## config.mk

```make
export PLATFORM = sky130hd
export DESIGN_NAME = step_pulse_gen
export DESIGN_NICKNAME = d
export VERILOG_FILES = /design/src/rtl/step_pulse_gen.sv
export SDC_FILE = /design/constraint.sdc
export NUM_CORES = 1
export LEC_CHECK = 0
export ABC_AREA = 1
export CORE_MARGIN = 3
export CORE_UTILIZATION = 40
export CTS_CLUSTER_DIAMETER = 50
export DETAILED_ROUTE_END_ITERATION = 12
export GPL_TIMING_DRIVEN = 0
export PLACE_DENSITY = 0.63
export SYNTH_ARGS = -nofsm -noshare
export SYNTH_HDL_FRONTEND = slang
export SYNTH_SLANG_ARGS = --single-unit
```

## constraint.sdc

```tcl
create_clock -name CLK -period 3.27 [get_ports CLK]
set_input_delay 0.4905 -clock CLK [delete_from_list [all_inputs] [get_ports CLK]]
set_output_delay 0.4905 -clock CLK [all_outputs]
set_load 0.01 [all_outputs]
```

## src/rtl/step_pulse_gen.sv

```systemverilog
// step_pulse_gen: step-pulse source for the pedometer. Emits one-cycle step
// pulses at a mode-selected rate and publishes a one-second tick plus an
// elapsed-seconds index as a shared time base.
//
// Optional feature macro: STEP_GEN_HYBRID_EN compiles in the hybrid workout
// schedule for MODE=11. Without it MODE=11 yields rate 0 and DONE stays 0.
//
// Ports:
//   CLK       in   system clock, rising edge
//   RESET     in   synchronous active-high reset
//   START     in   1 = generate, 0 = idle and clear run state
//   MODE[1:0] in   00 walk(32/s) 01 jog(64/s) 10 run(128/s) 11 hybrid
//   PULSE     out  registered one-cycle step pulse
//   SEC_TICK  out  registered one-cycle pulse at each second boundary
//   SEC_IDX   out  elapsed whole seconds since START, saturating at 255
//   DONE      out  hybrid selected and SEC_IDX >= 144
module step_pulse_gen #(
    parameter int unsigned CLK_HZ = 100_000_000
) (
    input  logic       CLK,
    input  logic       RESET,
    input  logic       START,
    input  logic [1:0] MODE,
    output logic       PULSE,
    output logic       SEC_TICK,
    output logic [7:0] SEC_IDX,
    output logic       DONE
);

    localparam int unsigned CYC_W = $clog2(CLK_HZ);
    // One spare bit so acc + rate never wraps (rate < CLK_HZ).
    localparam int unsigned ACC_W = $clog2(CLK_HZ) + 1;
    localparam logic [CYC_W-1:0] CYC_LAST = CYC_W'(CLK_HZ - 1);
    localparam logic [ACC_W-1:0] ACC_HZ   = ACC_W'(CLK_HZ);
    localparam logic [7:0]       DONE_SEC = 8'd144;

    logic [CYC_W-1:0] cyc_q, cyc_d;
    logic [ACC_W-1:0] acc_q, acc_d;
    logic [7:0]       sec_q, sec_d;
    logic             pulse_q, pulse_d;
    logic             tick_q, tick_d;
    logic             done_q, done_d;
    logic [7:0]       rate_c;
    logic [ACC_W-1:0] sum_c;

`ifdef STEP_GEN_HYBRID_EN
    // Hybrid workout schedule: steps per second as a function of elapsed second.
    function automatic logic [7:0] hybrid_rate(input logic [7:0] s);
        logic [7:0] r;
        r = 8'd0;
        if (s <= 8'd8) begin
            case (s)
                8'd0:    r = 8'd20;
                8'd1:    r = 8'd33;
                8'd2:    r = 8'd66;
                8'd3:    r = 8'd27;
                8'd4:    r = 8'd70;
                8'd5:    r = 8'd30;
                8'd6:    r = 8'd19;
                8'd7:    r = 8'd30;
                default: r = 8'd33;
            endcase
        end else if (s <= 8'd72) begin
            r = 8'd69;
        end else if (s <= 8'd78) begin
            r = 8'd34;
        end else if (s <= 8'd143) begin
            r = 8'd124;
        end else begin
            r = 8'd0;
        end
        return r;
    endfunction
`endif

    // Rate selection from MODE and the current second.
    always_comb begin
        rate_c = 8'd0;
        case (MODE)
            2'b00:   rate_c = 8'd32;
            2'b01:   rate_c = 8'd64;
            2'b10:   rate_c = 8'd128;
            default: begin
`ifdef STEP_GEN_HYBRID_EN
                rate_c = hybrid_rate(sec_q);
`else
                rate_c = 8'd0;
`endif
            end
        endcase
    end

    // Accumulator, cycle/second counters and next-output computation.
    always_comb begin
        cyc_d   = cyc_q;
        acc_d   = acc_q;
        sec_d   = sec_q;
        pulse_d = 1'b0;
        tick_d  = 1'b0;
        done_d  = 1'b0;
        sum_c   = acc_q + ACC_W'(rate_c);

        if (!START) begin
            cyc_d = '0;
            acc_d = '0;
            sec_d = '0;
        end else begin
            if (sum_c >= ACC_HZ) begin
                pulse_d = 1'b1;
                acc_d   = sum_c - ACC_HZ;
            end else begin
                acc_d   = sum_c;
            end
            // Boundary clears acc after the pulse decision so each second
            // at constant rate yields exactly rate pulses.
            if (cyc_q == CYC_LAST) begin
                cyc_d  = '0;
                tick_d = 1'b1;
                acc_d  = '0;
                if (sec_q != 8'hFF) begin
                    sec_d = sec_q + 8'd1;
                end
            end else begin
                cyc_d = cyc_q + CYC_W'(1);
            end
        end

`ifdef STEP_GEN_HYBRID_EN
        // Based on the next second so DONE rises on the edge sec reaches 144.
        done_d = (MODE == 2'b11) && (sec_d >= DONE_SEC);
`endif
    end

    // State registers with synchronous reset.
    always_ff @(posedge CLK) begin
        if (RESET) begin
            cyc_q   <= '0;
            acc_q   <= '0;
            sec_q   <= '0;
            pulse_q <= 1'b0;
            tick_q  <= 1'b0;
            done_q  <= 1'b0;
        end else begin
            cyc_q   <= cyc_d;
            acc_q   <= acc_d;
            sec_q   <= sec_d;
            pulse_q <= pulse_d;
            tick_q  <= tick_d;
            done_q  <= done_d;
        end
    end

    assign PULSE    = pulse_q;
    assign SEC_TICK = tick_q;
    assign SEC_IDX  = sec_q;
    assign DONE     = done_q;

endmodule

```

==> impl_metrics.py <==
metrics = {
    "clock_network": {
        "clockRootBuffer": "clkbuf_8",
        "cts_buffer_depth": 2,
        "clk_latency_ps": 350,
        "cts_tree": "done",
        "cts.sinks": 60,
        "cts_made_buffers": 9,
        "htreeDepth": 3,
        "path_clk_slew_ps": 70,
    },
    "synthesis": {
        "synth_edf_count": 0,
        "async_flop_share": 0,
        "postSynthAreaPerCell_um2": 6.09,
        "synth_fp_nets": 646,
        "yosys.cell_types.count": 39,
        "synth_area_leaders": "dfxtp_1, nand2_1, nor2_1",
        "yosys.area.top_type_share": 0.311,
        "ys.flop_type": "dfxtp_1",
        "ys.warnings.count": 0,
        "synth_top_area_cell": "dfxtp_1",
        "syn_inst": 633,
        "ys_seq_area_frac": 0.311,
        "syn_area_um2": 3860,
        "ys_ff_latch": 60,
    },
    "floorplanning": {
        "rows": 35,
        "dieArea_um2": 10900,
        "chipHeight_um": 104,
        "io_pins": 16,
        "coreArea_um2": 9330,
        "start_util": 0.414,
        "die_w_um": 104,
    },
    "sta": {
        "fmax_mhz": 318,
        "whs_ps": 453,
        "slew_headroom": 0.565,
        "fin_crit_ps": 3140,
        "finalHoldViolCount": 0,
        "postLayoutSetupSlackWorst_ps": 125,
        "fin_skew_ps": 11.2,
        "setup_viol": 0,
        "tightestPinTransition_ps": 652,
        "final_max_slew_viol_count": 0,
        "post-route-period-util": 0.962,
    },
    "setup_path": {
        "crit_family": "simple AND/OR/NAND/NOR gates",
        "crit_arrival_ps": 3410,
        "cp-end-kind": "flop",
        "path_cells": "clkdlybuf4s50_1 -> nor2_1 -> ha_2 -> fa_2 -> nand3_2 -> nand3_1 -> nand2_2 -> buf_4 -> ha_1 -> nand4_1 -> inv_1 -> nand4_1 -> nor2_1 -> nand2_1 -> nand3_2 -> buf_6 -> buf_6 -> nand2_1 -> a21oi_1",
        "slowest_stage": "clkdlybuf4s50_1",
        "critical_path.max_fanout": 10,
        "critPathKind": "in2reg",
        "worstPathRequired_ps": 3530,
        "crit_path_start_kind": "input pin",
        "worstPathBufferInverterCount": 5,
        "max_stage_delay_ps": 490,
    },
    "detailed_routing": {
        "post_drt_wl_per_cell_um": 12.1,
        "drtAntennaViolNets": 0,
        "firstDrtPassIters": 5,
        "drc": 0,
        "routed_wl_mm": 9.63,
        "drt-initial-drc-count": 173,
        "dr_total_vias": 3998,
        "viasPerCell": 5.00,
    },
    "global_routing": {
        "grt_pass1_vias": 3719,
        "grt_start_max_net_pins": 11,
        "antenna_found_initial": 0,
        "grt_pass1_wl_mm": 16.2,
        "track_usage": 0.179,
        "grt_overflow_total": 0,
    },
    "final_layout": {
        "nFillCells": 967,
        "n_antenna_cell": 0,
        "area_delta_synth_final_pct": 18.3,
        "layout_commonest_cell": "nand2_1",
        "area.sequential_um2": 1200,
        "drive_gt1_frac": 0.112,
        "layout_common_cells": "nand2_1, nor2_1, inv_1",
        "multiInputGateArea_um2": 2380,
        "nets": 679,
        "fin_area_um2": 4560,
    },
    "power_and_ir_drop": {
        "p_int_mw": 1.22,
        "p_leak_nw": 1.72,
        "p_sw_mw": 0.338,
        "power_frac_seq": 0.472,
        "power_frac_comb": 0.039,
        "clockPowerShare": 0.489,
        "ir_drop_mv": 0.236,
        "power_density_nw_per_um2": 342,
        "swShare": 0.217,
    },
    "place": {
        "gp_congestion": 0.881,
        "dp_hpwl_mm": 7.18,
        "dp_slack_ps": -526,
        "port_buffers": 14,
        "post_dp_cell_area_um2": 4160,
    },
    "run": {
        "maxCapViolations": 0,
    },
    "min_path": {
        "hold_class": "reg2reg",
    },
    "run_status": {
        "status": "completed",
    },
}
cell families (layout without fill, tap and decap cells):
logic type	Yosys count	count (layout)	share of synthesized area
AND/OR/NAND/NOR	395	395	0.450
buffers and inverters	98	135	0.101
AO/OA/AOI/OAI	61	61	0.0863
flip-flops	60	60	0.311
XOR/XNOR	10	10	0.0227
adder cells (fa/ha/maj)	8	8	0.0279
other	1	1	0.000972
synthesized netlist by cell type (all sizes together) (3+ instances only):
library cell,instances
a21oi,33
buf,6
dfxtp,60
ha,7
inv,88
nand2,170
nand3,64
nand4,18
nor2,115
nor3,20
o21a,3
o21ai,19
xnor2,5
xor2,5
what timing repair did:
action,4_1_cts,5_1_grt
buffers inserted,1,7
pin swaps,2,4
resized for setup,7,25
endpoints found under the hold margin,0,0
endpoints found under the setup margin,18,20
hold buffers,0,0
layout make-up:
cell class                 count  area share
multi-input combinational    475       0.522
tap                          129      0.0354
inverter                      90      0.0740
sequential                    60       0.263
buffer                         8      0.0115
clock buffer                  11      0.0332
timing repair buffer          22      0.0444
clock inverter                 4      0.0159
power by group through the flow:
stage	Clock (mW)	Sequential, mW	Combinational (mW)
after floorplan	0	0.751	0.0352
after global placement	0	0.752	0.0508
after detailed placement	0	0.752	0.0525
after CTS	0.769	0.735	0.0539
after global routing	0.804	0.735	0.0682
final	0.763	0.736	0.0605
metal layers:
metal  track usage  up-vias  share of wire
met2         0.297      102           0.47
li1              -     2084              -
met4        0.0684        0          0.015
met3        0.0391       16          0.059
met5             0        -              0
met1         0.227     1796           0.46
through the flow:
stage	util	std cells	power (mW)	TNS [ps]
after detailed placement	0.446	776	0.805	-9180
after global placement	0.446	776	0.803	-7540
after CTS	0.474	792	1.56	0
after global routing	0.489	799	1.61	-538
final	0.489	799	1.56	0
after floorplan	-	633	0.787	0
sequential cells by signal (all words and copies together), names as in the netlist:
| register | count |
|---|---|
| cyc_q | 27 |
| SEC_IDX | 8 |
| PULSE | 1 |
| SEC_TICK | 1 |
| acc_q | 23 |
worst paths after layout:
check / depth (start not counted) / end / slack, ps / startpoint
worst min-delay path: 1 / cyc_q[0] / 450 / cyc_q[0]
worst min register to register: 1 / cyc_q[0] / 450 / cyc_q[0]
worst max register to register: 17 / acc_q[21] / 540 / acc_q[5]
worst max-delay path: 19 / acc_q[21] / 130 / MODE[0]
Note: power is estimated with default switching activity, not from simulation.
